[src/rtl/ptr_local_inj_arb.sv]
// rtl/ptr_local_inj_arb.sv - round-robin, packet-locked arbiter sharing one router local write port
// Single-entry output register; a packet owner holds the port until its last beat.
module ptr_local_inj_arb #(
    parameter int REQ_NUM    = 4,
    parameter int DATA_WIDTH = 128,
    parameter int NODE_NUM   = 128,
    localparam int DEST_W    = $clog2(NODE_NUM)
) (
    input  logic                           clk_i,
    input  logic                           rst_i,
    input  logic                           arbEn_i,
    input  logic [REQ_NUM-1:0]             reqVld_i,
    input  logic [REQ_NUM-1:0]             reqLast_i,
    input  logic [REQ_NUM*DATA_WIDTH-1:0]  reqDat_i,
    input  logic [REQ_NUM*DEST_W-1:0]      reqDest_i,
    output logic [REQ_NUM-1:0]             reqRdy_o,
    input  logic                           l2rRdy_i,
    output logic                           l2rWr_o,
    output logic [DATA_WIDTH-1:0]          l2rDat_o,
    output logic [DEST_W-1:0]              destCnt_o,
    output logic                           busy_o
);
    localparam int PTR_W = $clog2(REQ_NUM);

    typedef enum logic {IDLE, LOCK} state_t;

    state_t                 state_q, state_d;
    logic [PTR_W-1:0]       ptr_q, ptr_d;
    logic [PTR_W-1:0]       owner_q, owner_d;
    logic                   o_vld_q, o_vld_d;
    logic [DATA_WIDTH-1:0]  o_dat_q, o_dat_d;
    logic [DEST_W-1:0]      o_dest_q, o_dest_d;

    logic [REQ_NUM-1:0]     cand;
    logic                   win_vld;
    logic [PTR_W-1:0]       win_idx;
    logic [PTR_W:0]         scan_idx;
    logic [PTR_W-1:0]       sel;
    logic [REQ_NUM-1:0]     rdy;
    logic                   load_en;
    logic                   drain;
    logic                   accept;

    function automatic logic [PTR_W-1:0] inc_mod(input logic [PTR_W-1:0] v);
        return (v == PTR_W'(REQ_NUM - 1)) ? '0 : v + 1'b1;
    endfunction

    assign cand    = arbEn_i ? reqVld_i : '0;
    assign load_en = !o_vld_q || l2rRdy_i;
    assign drain   = o_vld_q && l2rRdy_i;

    // Rotating priority scan starting at ptr; index kept one bit wider so the wrap is a subtract.
    always_comb begin
        win_vld  = 1'b0;
        win_idx  = '0;
        scan_idx = '0;
        for (int k = 0; k < REQ_NUM; k++) begin
            scan_idx = {1'b0, ptr_q} + (PTR_W+1)'(k);
            if (scan_idx >= (PTR_W+1)'(REQ_NUM)) begin
                scan_idx = scan_idx - (PTR_W+1)'(REQ_NUM);
            end
            if (!win_vld && cand[scan_idx[PTR_W-1:0]]) begin
                win_vld = 1'b1;
                win_idx = scan_idx[PTR_W-1:0];
            end
        end
    end

    always_comb begin
        state_d  = state_q;
        ptr_d    = ptr_q;
        owner_d  = owner_q;
        o_vld_d  = o_vld_q;
        o_dat_d  = o_dat_q;
        o_dest_d = o_dest_q;
        rdy      = '0;
        sel      = (state_q == LOCK) ? owner_q : win_idx;

        if (!rst_i) begin
            if (state_q == LOCK) begin
                rdy[owner_q] = load_en;
            end else if (win_vld) begin
                rdy[win_idx] = load_en;
            end
        end
        accept = |(reqVld_i & rdy);

        if (accept) begin
            o_vld_d = 1'b1;
            o_dat_d = reqDat_i[sel*DATA_WIDTH +: DATA_WIDTH];
            // Destination is captured from the head beat only.
            if (state_q == IDLE) begin
                o_dest_d = reqDest_i[win_idx*DEST_W +: DEST_W];
                owner_d  = win_idx;
            end
            if (reqLast_i[sel]) begin
                state_d = IDLE;
                ptr_d   = inc_mod(sel);
            end else begin
                state_d = LOCK;
            end
        end else if (drain) begin
            o_vld_d = 1'b0;
        end
    end

    always_ff @(posedge clk_i or posedge rst_i) begin
        if (rst_i) begin
            state_q  <= IDLE;
            ptr_q    <= '0;
            owner_q  <= '0;
            o_vld_q  <= 1'b0;
            o_dat_q  <= '0;
            o_dest_q <= '0;
        end else begin
            state_q  <= state_d;
            ptr_q    <= ptr_d;
            owner_q  <= owner_d;
            o_vld_q  <= o_vld_d;
            o_dat_q  <= o_dat_d;
            o_dest_q <= o_dest_d;
        end
    end

    assign reqRdy_o  = rdy;
    assign l2rWr_o   = o_vld_q;
    assign l2rDat_o  = o_dat_q;
    assign destCnt_o = o_dest_q;
    assign busy_o    = (state_q == LOCK) || o_vld_q;
endmodule

[config.mk]
export PLATFORM = sky130hd
export DESIGN_NAME = ptr_local_inj_arb
export DESIGN_NICKNAME = d
export VERILOG_FILES = /design/src/rtl/ptr_local_inj_arb.sv
export SDC_FILE = /design/constraint.sdc
export NUM_CORES = 1
export LEC_CHECK = 0
export ABC_CLOCK_PERIOD_IN_PS = 4860
export CORE_AREA = 2 2 267 269
export DETAILED_ROUTE_END_ITERATION = 10
export DIE_AREA = 0 0 269 271
export PLACE_DENSITY = 0.35
export SLEW_MARGIN = 25
export SYNTH_ARGS = -nofsm -noshare
export SYNTH_HDL_FRONTEND = slang
export SYNTH_SLANG_ARGS = --single-unit
[constraint.sdc]
create_clock -name clk_i -period 4.86 [get_ports clk_i]
set_input_delay 0.486 -clock clk_i [delete_from_list [all_inputs] [get_ports clk_i]]
set_output_delay 0.486 -clock clk_i [all_outputs]
set_load 0.005 [all_outputs]
Yosys cells after proc, flatten, opt, wreduce, memory -nomap -nowiden --
Index checks and enable logic that the tools add are counted.
Operators by class: div/mod/pow operators 0, eq/ne operators 1, add/subtract/negate cells 8, reductions and logical operators 16, order comparisons 13, bitwise operators 4, shifts and indexed selects 2, multipliers 1, mux-type cells 35
Operators with widths (number):
- $shiftx A512 B10 Y128 | 1
- $shiftx A28 B6 Y7 | 1
- $lt A2 B3 Y1 const B | 7
- $mux W2 | 10
- $mux W4 | 4
- $mux W1 | 14
- $and A4 B4 Y4 | 3
- $bmux W1 S2 | 5
- $ge A3 B3 Y1 const B | 3
- $sub A2 B1 Y2 const B | 4
- $add A2 B2 Y3 const B | 2
- $logic_and A1 B1 Y1 | 6
- $mul A2 B3 Y5 const B | 1
- $demux W1 S2 | 2
- $ge A2 B1 Y1 const B | 2
- $logic_not A1 Y1 | 4
- $reduce_and A2 Y1 | 2
- $reduce_or A4 Y1 | 1
- $add A2 B1 Y3 const B | 1
- $ge A2 B3 Y1 const B | 1
- $add A2 B1 Y2 const B | 1
- $eq A2 B2 Y1 const B | 1
- $logic_or A1 B1 Y1 | 2
- $reduce_bool A2 Y1 | 1
- $not A1 Y1 | 1
Word-level totals: word-level logic and storage cells 86, bits of input ports 552, bits in latches 0, memories kept 0, bits in read-only memories 0, RAM bits 0, bits in registers 141, output and inout bits 141

Logic depth before layout (Yosys ltp) --
Gate-level depths: netlist (run 1).
depth after elaboration 25, mapped depth 9

Worst setup path before layout (run 1) --
No wires, ideal clock.
path kind input port to flip-flop, from in reqVld_i[0], to reg o_dat_q[116] (netlist: l2rDat_o[116]), path slack 2.406 ns, stages on the path 8, required time 4.735 ns, data arrival time 2.330 ns, setup time 0.125 ns, path buffers 2, path through nor2b_1 -> o21bai_1 -> nand3_4 -> o21ai_4 -> buf_6 -> buf_6 -> mux4_1 -> mux2_2
Between the ends: cells in the longest elaborated chain, start to end 23, elaborated cells between the ends (all ways) 36, those cells by class order compare (2); shift (1); mux (23); bitwise (2); reduce/logical (8)
RTL lines:
- start: declaration | line 12 | input logic [REQ_NUM-1:0] reqVld_i,
- $mux W4 | line 48 | assign cand = arbEn_i ? reqVld_i : '0;
- $bmux W1 S2 | line 62 | if (!win_vld && cand[scan_idx[PTR_W-1:0]]) begin
- $mux W1 (not written as such) | line 62
- $mux W1 | line 62
- $logic_not A1 Y1 | line 62
- $logic_and A1 B1 Y1 | line 62
- $mux W1 | line 62
- $logic_not A1 Y1 | line 62
- [... 7 more ...]
- $mux W1 (not written as such) | line 83 | rdy[win_idx] = load_en;
- $demux W1 S2 | line 83
- $and A4 B4 Y4 (no source line)
- $mux W4 | line 82 | end else if (win_vld) begin
- $mux W4 | line 80 | if (state_q == LOCK) begin
- $mux W4 | line 79 | if (!rst_i) begin
- $and A4 B4 Y4 | line 86 | accept = |(reqVld_i & rdy);
- $reduce_or A4 Y1 | line 86
- end signal: assignment | line 120 | o_dat_q <= o_dat_d;
- end: declaration | line 31 | logic [DATA_WIDTH-1:0] o_dat_q, o_dat_d;
Parallel ways exist; a longest one is shown, timed or not. The select of a mux whose other input is x is not followed. A chain may end at the register's enable or synchronous reset.

Worst setup path after layout (run 1) --
from in reqVld_i[1], to out reqRdy_o[3]
Between the ends: cells in the longest elaborated chain, start to end 21, elaborated cells between the ends (all ways) 32, those cells by class order compare (2); mux (22); bitwise (1); reduce/logical (7)
RTL lines:
- $mux W4 * | line 48
- $bmux W1 S2 | line 62
- $mux W1 (not written as such) | line 62
- $mux W1 | line 62
- $logic_not A1 Y1 | line 62
- $logic_and A1 B1 Y1 | line 62
- $mux W1 | line 62
- $logic_not A1 Y1 | line 62
- [... 5 more ...]
- $lt A2 B3 Y1 (not written as such) or $ge A2 B1 Y1 (tied branches) | line 83
- $logic_and A1 B1 Y1 (not written as such) | line 83
- $mux W1 (not written as such) | line 83
- $demux W1 S2 | line 83
- $and A4 B4 Y4 (no source line)
- $mux W4 * | line 82
- $mux W4 * | line 80
- $mux W4 * | line 79
- end: declaration | line 16 | output logic [REQ_NUM-1:0] reqRdy_o,
Every way passes the cells marked *; elsewhere a longest branch is shown, timed or not. The select of a mux whose other input is x is not followed.

==> results of run 1 <==
==> flip-flops by register name, indices dropped and copies added, names as in the netlist <==
name       cells
destCnt_o      7
l2rDat_o     128
l2rWr_o        1
owner_q        2
ptr_q          2
state_q        1
==> logic make-up (layout without fill, tap and decap cells) <==
kind of cell	count (synthesis)	after routing	share of synthesized area [%]
buffers and inverters	58	742	4.226
multiplexers	277	277	51.83
AO/OA/AOI/OAI	47	47	3.431
flip-flops	141	141	37.36
XOR/XNOR	1	1	0.09274
other	0	5	0
AND/OR/NAND/NOR	49	49	3.060
==> final cells by class <==
type | instances | area share [%]
multi-input combinational | 374 | 30.70
clock inverter | 15 | 0.9728
sequential | 141 | 19.59
timing repair buffer | 705 | 39.63
clock buffer | 17 | 2.362
tap | 940 | 6.531
inverter | 5 | 0.1320
antenna | 5 | 0.06948
==> layer usage <==
metal	share of wire [%]	up-vias	GRT usage (%)
li1	-	3676	-
met1	37	4161	14.06
met2	54	359	24.68
met3	7.6	34	4.560
met4	1.5	4	3.684
met5	0.046	-	0
==> placed cells by master (no fill, tap or decap), types with 3 or more instances in the layout <==
master                            count
sky130_fd_sc_hd__clkdlybuf4s50_1    692
sky130_fd_sc_hd__dfrtp_1            141
sky130_fd_sc_hd__mux4_2             127
sky130_fd_sc_hd__mux2_4              88
sky130_fd_sc_hd__mux2_2              49
sky130_fd_sc_hd__clkbuf_16           17
sky130_fd_sc_hd__o21ai_0             15
sky130_fd_sc_hd__nand2_1             13
sky130_fd_sc_hd__mux2i_1             11
sky130_fd_sc_hd__buf_12               9
sky130_fd_sc_hd__inv_6                8
sky130_fd_sc_hd__o21ai_1              7
sky130_fd_sc_hd__nor2_1               6
sky130_fd_sc_hd__diode_2              5
sky130_fd_sc_hd__a31oi_1              5
sky130_fd_sc_hd__inv_1                4
sky130_fd_sc_hd__o31ai_1              4
sky130_fd_sc_hd__nor3_1               4
sky130_fd_sc_hd__buf_4                4
sky130_fd_sc_hd__nor2b_1              3
sky130_fd_sc_hd__or2_2                3
sky130_fd_sc_hd__nand2b_1             3
sky130_fd_sc_hd__a21oi_1              3
sky130_fd_sc_hd__clkinvlp_4           3
==> worst max-delay path, delay by kind of cell <==
| family | cells | cell delay (ns) |
|---|---|---|
| buf+inv | 2 | 1.13 |
| compound gates | 3 | 0.67 |
| simple gates | 2 | 0.83 |
==> where the power goes <==
group          internal, mW  leakage [nW]  switching, mW
sequential             1.80          1.66          0.375
clock                 0.774         0.286          0.659
combinational          3.87          4.94           2.32
==> per-stage QoR <==
step                      cells  power [mW]
after global routing       2201       10.46
after floorplan             573       5.902
after detailed placement   2165       8.557
after global placement     2165       8.573
final                      2202       9.798
after CTS                  2197       10.09
==> worst max-delay path by stage <==
stage	from	to	slack, ns
4_1_cts	reqVld_i[1]	reqRdy_o[3]	1.23
3_5_place_dp	reqVld_i[1]	l2rDat_o[59]$_DFFE_PP0P_	1.24
6_report	reqVld_i[1]	reqRdy_o[3]	1.25
3_3_place_gp	reqVld_i[1]	reqRdy_o[3]	1.23
2_1_floorplan	rst_i	destCnt_o[0]$_DFFE_PP0P_	0.59
5_1_grt	reqVld_i[2]	reqRdy_o[0]	1.08
==> impl_metrics.prom, run 1 <==
# TYPE chip_impl_metric gauge
chip_impl_metric{name="cell_area_after_technology_mapping",unit="um2"} 9445
chip_impl_info{name="setup_repair_after_global_routing_missed_its_margin",value="false"} 1
chip_impl_metric{name="die-height",unit="um"} 271
chip_impl_metric{name="fillerInstances",unit=""} 7270
chip_impl_metric{name="synth_largest_type_area_fraction",unit="%"} 37.36
chip_impl_metric{name="critPathMaxFanout",unit=""} 13
chip_impl_metric{name="grt_pass1_vias",unit=""} 9106
chip_impl_metric{name="layout-area-overhead-vs-synth",unit="%"} 90.65
chip_impl_metric{name="ios",unit=""} 693
chip_impl_metric{name="die_width",unit="um"} 269
chip_impl_metric{name="post_synth.cell_area_avg",unit="um2"} 16.48
chip_impl_info{name="clockRootBuffer",value="sky130_fd_sc_hd__clkbuf_16"} 1
chip_impl_metric{name="cts_setup_buffers",unit=""} 0
chip_impl_metric{name="design.final.nets",unit=""} 1796
chip_impl_metric{name="timing.final.setup_violations",unit=""} 0
chip_impl_metric{name="standard_cell_area_after_detailed_placement",unit="um2"} 17390
chip_impl_metric{name="cts-htree-levels",unit=""} 4
chip_impl_metric{name="ctsHoldBuffers",unit=""} 0
chip_impl_metric{name="finalMaxSlewViolations",unit=""} 0
chip_impl_metric{name="timing.slew.headroom",unit="%"} 46.80
chip_impl_info{name="critical_path.slowest_cell",value="sky130_fd_sc_hd__clkdlybuf4s50_1"} 1
chip_impl_metric{name="drv.max_cap_violation_count",unit=""} 0
chip_impl_metric{name="period_utilization",unit="%"} 74.37
chip_impl_metric{name="hold_depth",unit=""} 1
chip_impl_metric{name="area_of_the_die",unit="um2"} 72900
chip_impl_metric{name="timing.reg2reg.worst_path_depth",unit=""} 7
chip_impl_metric{name="clk_latency",unit="ns"} 0.48
chip_impl_metric{name="detailedRoute.firstPassIterationCount",unit=""} 4
chip_impl_metric{name="yosys.cell_types.count",unit=""} 48
chip_impl_metric{name="floorplan.initialDensity",unit="%"} 13.53
chip_impl_metric{name="hold_viol_final",unit=""} 0
chip_impl_metric{name="power_per_cell_area",unit="nW/um2"} 544.1
chip_impl_metric{name="tightest_slew",unit="ns"} 0.7979
chip_impl_info{name="min_from",value="l2rDat_o[102]$_DFFE_PP0P_"} 1
chip_impl_metric{name="gp_congestion",unit=""} 0.8723
chip_impl_metric{name="hold_ws",unit="ns"} 0.5028
chip_impl_metric{name="grt_antenna_before_repair",unit=""} 7
chip_impl_info{name="synth.area.top_cells",value="sky130_fd_sc_hd__dfrtp_1 37%, sky130_fd_sc_hd__mux4_2 30%, sky130_fd_sc_hd__mux2_4 14%"} 1
chip_impl_metric{name="final.setup.worst_slack",unit="ns"} 1.245
chip_impl_metric{name="yosys_warnings",unit=""} 0
chip_impl_metric{name="wl",unit="um"} 49900
chip_impl_metric{name="core_region_area",unit="um2"} 69790
chip_impl_metric{name="maximum_vdd_drop",unit="mV"} 0.3216
chip_impl_info{name="cell_taking_the_most_area_after_synthesis",value="sky130_fd_sc_hd__dfrtp_1"} 1
chip_impl_info{name="ys_dominant_reg_cell",value="sky130_fd_sc_hd__dfrtp_1"} 1
chip_impl_metric{name="layout.core_utilization",unit="%"} 25.80
chip_impl_metric{name="grt_first_pass_wirelength",unit="um"} 67950
chip_impl_metric{name="grt_max_degree",unit=""} 70
chip_impl_metric{name="setup_total_negative_slack",unit="ns"} 0
chip_impl_metric{name="clock_sink_count",unit=""} 141
chip_impl_info{name="timing.critical_path.cells",value="clkdlybuf4s50_1 -> a21boi_2 -> o221a_2 -> nand2_1 -> or3_1 -> a21oi_1 -> clkdlybuf4s50_1"} 1
chip_impl_metric{name="post_cts_resized",unit=""} 0
chip_impl_metric{name="layout-drive-gt1-share",unit="%"} 25.62
chip_impl_metric{name="stdcell_area",unit="um2"} 18010
chip_impl_metric{name="routedWlPerCell",unit="um"} 22.66
chip_impl_metric{name="synth-seq-area-share",unit="%"} 37.36
chip_impl_metric{name="buffer_levels_on_the_longest_clock_path",unit=""} 2
chip_impl_info{name="yosys-top-cells-count",value="141 x sky130_fd_sc_hd__dfrtp_1, 127 x sky130_fd_sc_hd__mux4_2, 88 x sky130_fd_sc_hd__mux2_4"} 1
chip_impl_info{name="crit-reg2reg-launch",value="ptr_q[1]$_DFFE_PP0P_"} 1
chip_impl_metric{name="regToRegSetupSlack",unit="ns"} 1.81
chip_impl_info{name="crit-reg2reg-capture",value="l2rDat_o[29]$_DFFE_PP0P_"} 1
chip_impl_info{name="timing_worst_setup_path_type",value="in2out"} 1
chip_impl_metric{name="postSynthRegisterBits",unit=""} 141
chip_impl_metric{name="timing.critical_path.arrival",unit="ns"} 3.13
chip_impl_metric{name="worst_stage_delay_on_the_critical_path",unit="ns"} 0.61
chip_impl_metric{name="rows",unit=""} 97
chip_impl_metric{name="grt.total_usage",unit="%"} 13.29
chip_impl_info{name="crit_end_category",value="output pin"} 1
chip_impl_info{name="hold-path-endpoint",value="l2rDat_o[102]$_DFFE_PP0P_"} 1
chip_impl_metric{name="period_minus_slack",unit="ns"} 3.615
chip_impl_metric{name="detailedRoute.firstIterationViolations",unit=""} 370
chip_impl_info{name="run_status",value="complete, no violations"} 1
chip_impl_info{name="crit_top_cell",value="sky130_fd_sc_hd__clkdlybuf4s50_1"} 1
chip_impl_metric{name="num_vias",unit=""} 8234
chip_impl_info{name="hold_class",value="reg2reg"} 1
chip_impl_metric{name="postSynthNetCount",unit=""} 1125
chip_impl_metric{name="critical_path_required",unit="ns"} 4.37
chip_impl_metric{name="area_occupied_by_registers",unit="um2"} 3528
chip_impl_metric{name="detail_route.drc_violations",unit=""} 0
chip_impl_metric{name="fmax",unit="MHz"} 276.7
chip_impl_metric{name="residual_overflow_from_global_routing",unit=""} 0
chip_impl_metric{name="synth-edff-count",unit=""} 0
chip_impl_info{name="synth_most_common_cell",value="sky130_fd_sc_hd__dfrtp_1"} 1
chip_impl_info{name="critical_path.startpoint_type",value="primary input"} 1
chip_impl_metric{name="tritoncts.num_buffers",unit=""} 17
chip_impl_metric{name="clk_pin_slew_worst_paths",unit="ns"} 0.06
chip_impl_metric{name="leakagePower",unit="nW"} 6.887
chip_impl_info{name="tritoncts_clock_tree",value="yes"} 1
chip_impl_metric{name="multi_input_comb_area",unit="um2"} 5529
chip_impl_metric{name="syn_inst",unit=""} 573
chip_impl_metric{name="dp_worst_setup_slack",unit="ns"} 1.240
chip_impl_metric{name="drt.antenna.violating_nets",unit=""} 0
chip_impl_metric{name="hpwlAfterDp",unit="um"} 39960
chip_impl_metric{name="buffer_ports.inserted",unit=""} 692
chip_impl_metric{name="skew",unit="ns"} 0.01398
chip_impl_metric{name="asyncSetResetFlopFracSynth",unit="%"} 100.0
chip_impl_metric{name="vias_per_cell",unit=""} 3.739
Note: power is estimated with default switching activity, not from simulation.
==> run 2, diff against run 1 <==
- ABC_CLOCK_PERIOD_IN_PS: 4860 -> 3000
- CORE_AREA: 2 2 267 269 -> 2 2 271 273
- DIE_AREA: 0 0 269 271 -> 0 0 273 275
- clock period: 4.86 -> 3 ns (I/O delays scaled with it)
==> impl_metrics.prom, run 2 (synthesis results as in run 1) <==
# TYPE chip_impl_metric gauge
chip_impl_metric{name="num_vias",unit=""} 8329
chip_impl_metric{name="grt_pass1_vias",unit=""} 9223
chip_impl_metric{name="vias_per_cell",unit=""} 3.645
chip_impl_metric{name="detailedRoute.firstIterationViolations",unit=""} 234
chip_impl_metric{name="hold_viol_final",unit=""} 0
chip_impl_metric{name="standard_cell_area_after_detailed_placement",unit="um2"} 18080
chip_impl_metric{name="maximum_vdd_drop",unit="mV"} 0.4067
chip_impl_info{name="tritoncts_clock_tree",value="yes"} 1
chip_impl_metric{name="grt_first_pass_wirelength",unit="um"} 66670
chip_impl_metric{name="finalMaxSlewViolations",unit=""} 0
chip_impl_info{name="critical_path.startpoint_type",value="register"} 1
chip_impl_info{name="run_status",value="complete, no violations"} 1
chip_impl_metric{name="core_region_area",unit="um2"} 72340
chip_impl_metric{name="timing.critical_path.buf_inv",unit=""} 1
chip_impl_metric{name="fmax",unit="MHz"} 352.2
chip_impl_metric{name="ctsHoldBuffers",unit=""} 0
chip_impl_metric{name="die-height",unit="um"} 275
chip_impl_metric{name="rows",unit=""} 99
chip_impl_metric{name="worst_stage_delay_on_the_critical_path",unit="ns"} 0.55
chip_impl_metric{name="clock_sink_count",unit=""} 141
chip_impl_metric{name="routedWlPerCell",unit="um"} 21.12
chip_impl_metric{name="period_utilization",unit="%"} 94.63
chip_impl_metric{name="dp_worst_setup_slack",unit="ns"} -0.1121
chip_impl_metric{name="skew",unit="ns"} 0.01311
chip_impl_info{name="clockRootBuffer",value="sky130_fd_sc_hd__clkbuf_16"} 1
chip_impl_metric{name="timing.critical_path.arrival",unit="ns"} 2.54
chip_impl_info{name="timing.critical_path.cells",value="or3b_1 -> o221a_4 -> nand2_4 -> nor3b_1 -> a31oi_1 -> nor2_1 -> clkdlybuf4s50_1"} 1
chip_impl_metric{name="die_width",unit="um"} 273
chip_impl_metric{name="buffer_levels_on_the_longest_clock_path",unit=""} 2
chip_impl_metric{name="layout-area-overhead-vs-synth",unit="%"} 98.21
chip_impl_metric{name="final.setup.worst_slack",unit="ns"} 0.1610
chip_impl_metric{name="drt.antenna.violating_nets",unit=""} 0
chip_impl_info{name="crit-reg2reg-launch",value="ptr_q[1]$_DFFE_PP0P_"} 1
chip_impl_info{name="crit_end_category",value="output pin"} 1
chip_impl_metric{name="timing.final.setup_violations",unit=""} 0
chip_impl_metric{name="layout-drive-gt1-share",unit="%"} 29.68
chip_impl_metric{name="critPathMaxFanout",unit=""} 7
chip_impl_metric{name="tritoncts.num_buffers",unit=""} 17
chip_impl_info{name="cp-startpoint",value="ptr_q[1]$_DFFE_PP0P_"} 1
chip_impl_metric{name="grt_antenna_before_repair",unit=""} 4
chip_impl_metric{name="residual_overflow_from_global_routing",unit=""} 0
chip_impl_metric{name="detailedRoute.firstPassIterationCount",unit=""} 6
chip_impl_metric{name="ios",unit=""} 693
chip_impl_metric{name="floorplan.initialDensity",unit="%"} 13.06
chip_impl_metric{name="leakagePower",unit="nW"} 7.277
chip_impl_metric{name="period_minus_slack",unit="ns"} 2.839
chip_impl_info{name="critical_path.slowest_cell",value="sky130_fd_sc_hd__clkdlybuf4s50_1"} 1
chip_impl_info{name="setup_repair_after_global_routing_missed_its_margin",value="false"} 1
chip_impl_metric{name="critical_path_required",unit="ns"} 2.70
chip_impl_metric{name="grt_max_degree",unit=""} 78
chip_impl_metric{name="largest_register_ff_count",unit=""} 128
chip_impl_metric{name="power_per_cell_area",unit="nW/um2"} 899.0
chip_impl_metric{name="hold_ws",unit="ns"} 0.4575
chip_impl_metric{name="gp_congestion",unit=""} 0.7771
chip_impl_metric{name="grt.total_usage",unit="%"} 12.46
chip_impl_metric{name="area_of_the_die",unit="um2"} 75080
chip_impl_info{name="most_frequent_standard_cell_in_the_layout_excluding_fill_and_tap_cells",value="sky130_fd_sc_hd__clkdlybuf4s50_1"} 1
chip_impl_metric{name="cts-htree-levels",unit=""} 4
chip_impl_info{name="critPathTopFamily",value="simple AND/OR/NAND/NOR gates"} 1
chip_impl_metric{name="timing.slew.headroom",unit="%"} 60.23
chip_impl_metric{name="buffer_ports.inserted",unit=""} 692
chip_impl_metric{name="stdcell_area",unit="um2"} 18720
chip_impl_metric{name="drv.max_cap_violation_count",unit=""} 0
chip_impl_info{name="timing_worst_setup_path_type",value="reg2out"} 1
chip_impl_metric{name="design.final.nets",unit=""} 1863
chip_impl_metric{name="tightest_slew",unit="ns"} 0.5883
chip_impl_metric{name="clk_pin_slew_worst_paths",unit="ns"} 0.07
chip_impl_metric{name="detail_route.drc_violations",unit=""} 0
chip_impl_metric{name="wl",unit="um"} 48260
chip_impl_metric{name="clk_latency",unit="ns"} 0.47
chip_impl_info{name="hold_class",value="in2async"} 1
chip_impl_metric{name="hpwlAfterDp",unit="um"} 40230
chip_impl_info{name="most-common-layout-cells",value="689 x sky130_fd_sc_hd__clkdlybuf4s50_1, 139 x sky130_fd_sc_hd__dfrtp_1, 127 x sky130_fd_sc_hd__mux4_2"} 1
## run 2: cell count changes in the layout (fill, tap and decap cells not counted), sizes merged, moves of 2 or more
cell	change
clkdlybuf4s50	-3
buf	+67
clkbuf	+2
diode	-3
dlygate4sd2	+3
inv	-4
clkinvlp	+3
## run 2: routing by layer
layer / vias to the layer above / wire, um / GRT usage (%) / share of wire (%)
li1: 3813 / - / - / -
met1: 4134 / 18110 / 13.76 / 38
met2: 345 / 26060 / 22.80 / 54
met3: 33 / 3298 / 3.710 / 6.8
met4: 4 / 754 / 3.998 / 1.6
met5: - / 27 / 0 / 0.056
## run 2: worst reg2reg max path, delay by kind of cell, from the launching register on
kind	cells	cell delay, ns
buffers and inverters	3	0.54
DFF	1	0.46
muxes	2	0.54
and+or+nand+nor	2	0.28
AOI/OAI and AO/OA	2	0.69
## run 2: cell type report
type                    instances  area (um2)
multi-input cells             374        5557
clock inverters                13       133.9
fillers                      7592       53620
clock buffers                  19       432.9
flip-flops and latches        141        3531
well taps                     959        1200
inverters                       5       22.52
repair buffers                772        7840
diodes                          2       5.005
## run 2: where the power goes
part / switching [mW] / internal, mW / total, mW / leakage [nW]
sequential: 0.652 / 2.91 / 3.57 / 1.66
combinational: 4.00 / 7.07 / 11.1 / 5.36
clock: 1.03 / 1.16 / 2.19 / 0.261
## run 2: repair_timing
action | 4_1_cts | 5_1_grt
cloned | 0 | 0
pin swaps | 1 | 1
setup buffers | 0 | 2
setup endpoints to repair | 4 | 1
gates resized for setup | 11 | 1
## run 2: per-stage QoR
step / setup TNS [ns] / cells / util [%] / power, mW
6_report: 0 / 2285 / 25.88 / 16.83
3_3_place_gp: -1.641 / 2249 / 24.99 / 14.91
3_5_place_dp: -5.676 / 2249 / 24.99 / 14.87
4_1_cts: 0 / 2281 / 25.81 / 17.24
5_1_grt: 0 / 2285 / 25.88 / 17.94
2_1_floorplan: 0 / 573 / - / 9.561
## run 2: path summary, 6_finish.rpt
check / endpoint / slack, ns / depth (start not counted)
max: reqRdy_o[2] / 0.16 / 7
min: destCnt_o[1]$_DFFE_PP0P_ / 0.46 / 4
max reg2reg: l2rDat_o[12]$_DFFE_PP0P_ / 0.39 / 9
min reg2reg: l2rDat_o[82]$_DFFE_PP0P_ / 0.50 / 1
max in group asynchronous: l2rDat_o[38]$_DFFE_PP0P_ / 2.05 / 4
min in group clk_i: l2rDat_o[82]$_DFFE_PP0P_ / 0.50 / 1
==> run 3, diff against run 2 <==
- CORE_AREA: 2 2 271 273 -> 8 8 262 264
- DIE_AREA: 0 0 273 275 -> 0 0 270 272
- PLACE_DENSITY: 0.35 -> 0.38
==> impl_metrics.prom, run 3 (synthesis results as in run 1) <==
# TYPE chip_impl_metric gauge
chip_impl_metric{name="area_occupied_by_registers",unit="um2"} 3531
chip_impl_metric{name="grt_max_degree",unit=""} 142
chip_impl_metric{name="design.final.nets",unit=""} 1851
chip_impl_metric{name="residual_overflow_from_global_routing",unit=""} 0
chip_impl_metric{name="finalMaxSlewViolations",unit=""} 0
chip_impl_metric{name="num_vias",unit=""} 8426
chip_impl_metric{name="die_width",unit="um"} 270
chip_impl_metric{name="clock_sink_count",unit=""} 141
chip_impl_info{name="tritoncts_clock_tree",value="yes"} 1
chip_impl_info{name="critical_path.startpoint_type",value="register"} 1
chip_impl_metric{name="dpl.cell_count",unit=""} 2142
chip_impl_metric{name="wl",unit="um"} 52090
chip_impl_metric{name="hpwlAfterDp",unit="um"} 43790
chip_impl_metric{name="period_minus_slack",unit="ns"} 2.812
chip_impl_metric{name="timing.critical_path.arrival",unit="ns"} 2.51
chip_impl_metric{name="multi_input_comb_area",unit="um2"} 5537
chip_impl_metric{name="leakagePower",unit="nW"} 7.228
chip_impl_metric{name="hold_ws",unit="ns"} 0.3751
chip_impl_metric{name="grt.total_usage",unit="%"} 13.75
chip_impl_metric{name="drt.antenna.violating_nets",unit=""} 0
chip_impl_info{name="most_frequent_standard_cell_in_the_layout_excluding_fill_and_tap_cells",value="sky130_fd_sc_hd__clkdlybuf4s50_1"} 1
chip_impl_metric{name="vias_per_cell",unit=""} 3.863
chip_impl_metric{name="routedWlPerCell",unit="um"} 23.88
chip_impl_metric{name="rows",unit=""} 94
chip_impl_metric{name="critPathMaxFanout",unit=""} 8
chip_impl_metric{name="maximum_vdd_drop",unit="mV"} 0.3882
chip_impl_metric{name="buffer_levels_on_the_longest_clock_path",unit=""} 2
chip_impl_metric{name="fillerInstances",unit=""} 6601
chip_impl_metric{name="grt_pass1_vias",unit=""} 9536
chip_impl_metric{name="setup_total_negative_slack",unit="ns"} 0
chip_impl_metric{name="critical_path_required",unit="ns"} 2.70
chip_impl_metric{name="tritoncts.num_buffers",unit=""} 17
chip_impl_metric{name="detailedRoute.firstIterationViolations",unit=""} 279
chip_impl_metric{name="report.power.total",unit="mW"} 16.79
chip_impl_metric{name="skew",unit="ns"} 0.009509
chip_impl_info{name="timing_worst_setup_path_type",value="reg2out"} 1
chip_impl_metric{name="ios",unit=""} 693
chip_impl_metric{name="power_per_cell_area",unit="nW/um2"} 910.1
chip_impl_metric{name="drv.max_cap_violation_count",unit=""} 0
chip_impl_metric{name="cts-htree-levels",unit=""} 4
chip_impl_metric{name="gp_congestion",unit=""} 0.8133
chip_impl_metric{name="die-height",unit="um"} 272
chip_impl_metric{name="layout-drive-gt1-share",unit="%"} 29.04
chip_impl_info{name="crit_end_category",value="output pin"} 1
chip_impl_metric{name="largest_register_ff_count",unit=""} 128
chip_impl_metric{name="timing.slew.headroom",unit="%"} 47.67
chip_impl_metric{name="clk_latency",unit="ns"} 0.48
chip_impl_info{name="most-common-layout-cells",value="688 x sky130_fd_sc_hd__clkdlybuf4s50_1, 139 x sky130_fd_sc_hd__dfrtp_1, 127 x sky130_fd_sc_hd__mux4_2"} 1
chip_impl_metric{name="detailedRoute.firstPassIterationCount",unit=""} 4
chip_impl_metric{name="clk_pin_slew_worst_paths",unit="ns"} 0.07
chip_impl_metric{name="hold_viol_final",unit=""} 0
chip_impl_metric{name="grt_first_pass_wirelength",unit="um"} 73160
chip_impl_metric{name="timing.final.setup_violations",unit=""} 0
chip_impl_metric{name="fmax",unit="MHz"} 355.6
chip_impl_info{name="clockRootBuffer",value="sky130_fd_sc_hd__clkbuf_16"} 1
chip_impl_metric{name="buffer_ports.inserted",unit=""} 692
chip_impl_metric{name="tightest_slew",unit="ns"} 0.7850
chip_impl_info{name="setup_repair_after_global_routing_missed_its_margin",value="false"} 1
chip_impl_info{name="hold_class",value="in2async"} 1
chip_impl_metric{name="area_of_the_die",unit="um2"} 73440
chip_impl_metric{name="core_region_area",unit="um2"} 64800
chip_impl_info{name="run_status",value="complete, no violations"} 1
chip_impl_metric{name="instances_no_fill",unit=""} 2181
chip_impl_metric{name="detail_route.drc_violations",unit=""} 0
chip_impl_metric{name="layout-area-overhead-vs-synth",unit="%"} 95.38
chip_impl_metric{name="floorplan.initialDensity",unit="%"} 14.58
chip_impl_metric{name="period_utilization",unit="%"} 93.73
chip_impl_metric{name="grt_antenna_before_repair",unit=""} 10
-- run 3: cell count changes in the layout (fill, tap and decap cells not counted), moves of 2 or more --
cell / previous run / this run
sky130_fd_sc_hd__clkinvlp_4: 6 / 3
sky130_fd_sc_hd__diode_2: 2 / 5
sky130_fd_sc_hd__buf_12: 25 / 21
sky130_fd_sc_hd__clkinv_2: 0 / 2
sky130_fd_sc_hd__clkbuf_1: 2 / 0
sky130_fd_sc_hd__inv_6: 4 / 7
sky130_fd_sc_hd__buf_4: 54 / 46
-- run 3: cell type report --
type                       count  area share (%)
timing repair buffer         760           41.83
sequential                   141           19.13
antenna                        5         0.06780
inverter                       5          0.1220
tap                          864           5.858
multi-input combinational    374           30.00
clock buffer                  17           2.305
clock inverter                15          0.6848
-- run 3: worst paths after layout --
check,end,startpoint,cells past startpoint,slack (ns)
max,reqRdy_o[0],l2rWr_o$_DFFE_PP0P_,10,0.19
min,owner_q[0]$_DFFE_PP0P_,rst_i,4,0.38
max reg2reg,l2rDat_o[36]$_DFFE_PP0P_,ptr_q[1]$_DFFE_PP0P_,9,0.37
min reg2reg,l2rDat_o[98]$_DFFE_PP0P_,l2rDat_o[98]$_DFFE_PP0P_,1,0.50
max in group asynchronous,l2rDat_o[75]$_DFFE_PP0P_,rst_i,5,1.63
min in group clk_i,l2rDat_o[98]$_DFFE_PP0P_,l2rDat_o[98]$_DFFE_PP0P_,1,0.50
-- run 3: power by group --
| part | internal (mW) | switching [mW] |
|---|---|---|
| combinational | 7.03 | 4.09 |
| sequential | 2.92 | 0.641 |
| clock | 1.08 | 1.03 |
-- run 3: layer usage --
layer,GRT usage [%],vias to the layer above,routed length (um)
met1,15.50,4221,20070
met2,23.83,352,27110
met3,5.253,47,3919
met4,4.419,6,947
met5,0,-,42
li1,-,3800,-
-- run 3: repair_timing --
item                       CTS  global route
gates resized for setup      6             2
setup buffers                1             0
setup endpoints to repair    4             1
hold buffers                 0             0
pin swaps                    1             0
-- run 3: critical path, cell delays in order (launching register included) --
cell,delay (ns)
sky130_fd_sc_hd__dfrtp_1,0.39
sky130_fd_sc_hd__nor2b_1,0.13
sky130_fd_sc_hd__buf_4,0.16
sky130_fd_sc_hd__nor2_1,0.13
sky130_fd_sc_hd__o41ai_1,0.10
sky130_fd_sc_hd__buf_4,0.15
sky130_fd_sc_hd__or2_2,0.29
sky130_fd_sc_hd__nor3b_1,0.19
sky130_fd_sc_hd__a31oi_1,0.06
sky130_fd_sc_hd__nor2_1,0.16
sky130_fd_sc_hd__dlygate4sd2_1,0.27
-- run 3: per-stage QoR --
step	setup WS, ns	cell area [um2]	utilization [%]
6_report	0.1882	18450	28.48
5_1_grt	0.04296	18450	28.48
4_1_cts	0.003949	18410	28.40
3_5_place_dp	-0.03886	17850	27.54
3_3_place_gp	-0.1059	17850	27.54
2_1_floorplan	0.5781	9449	-
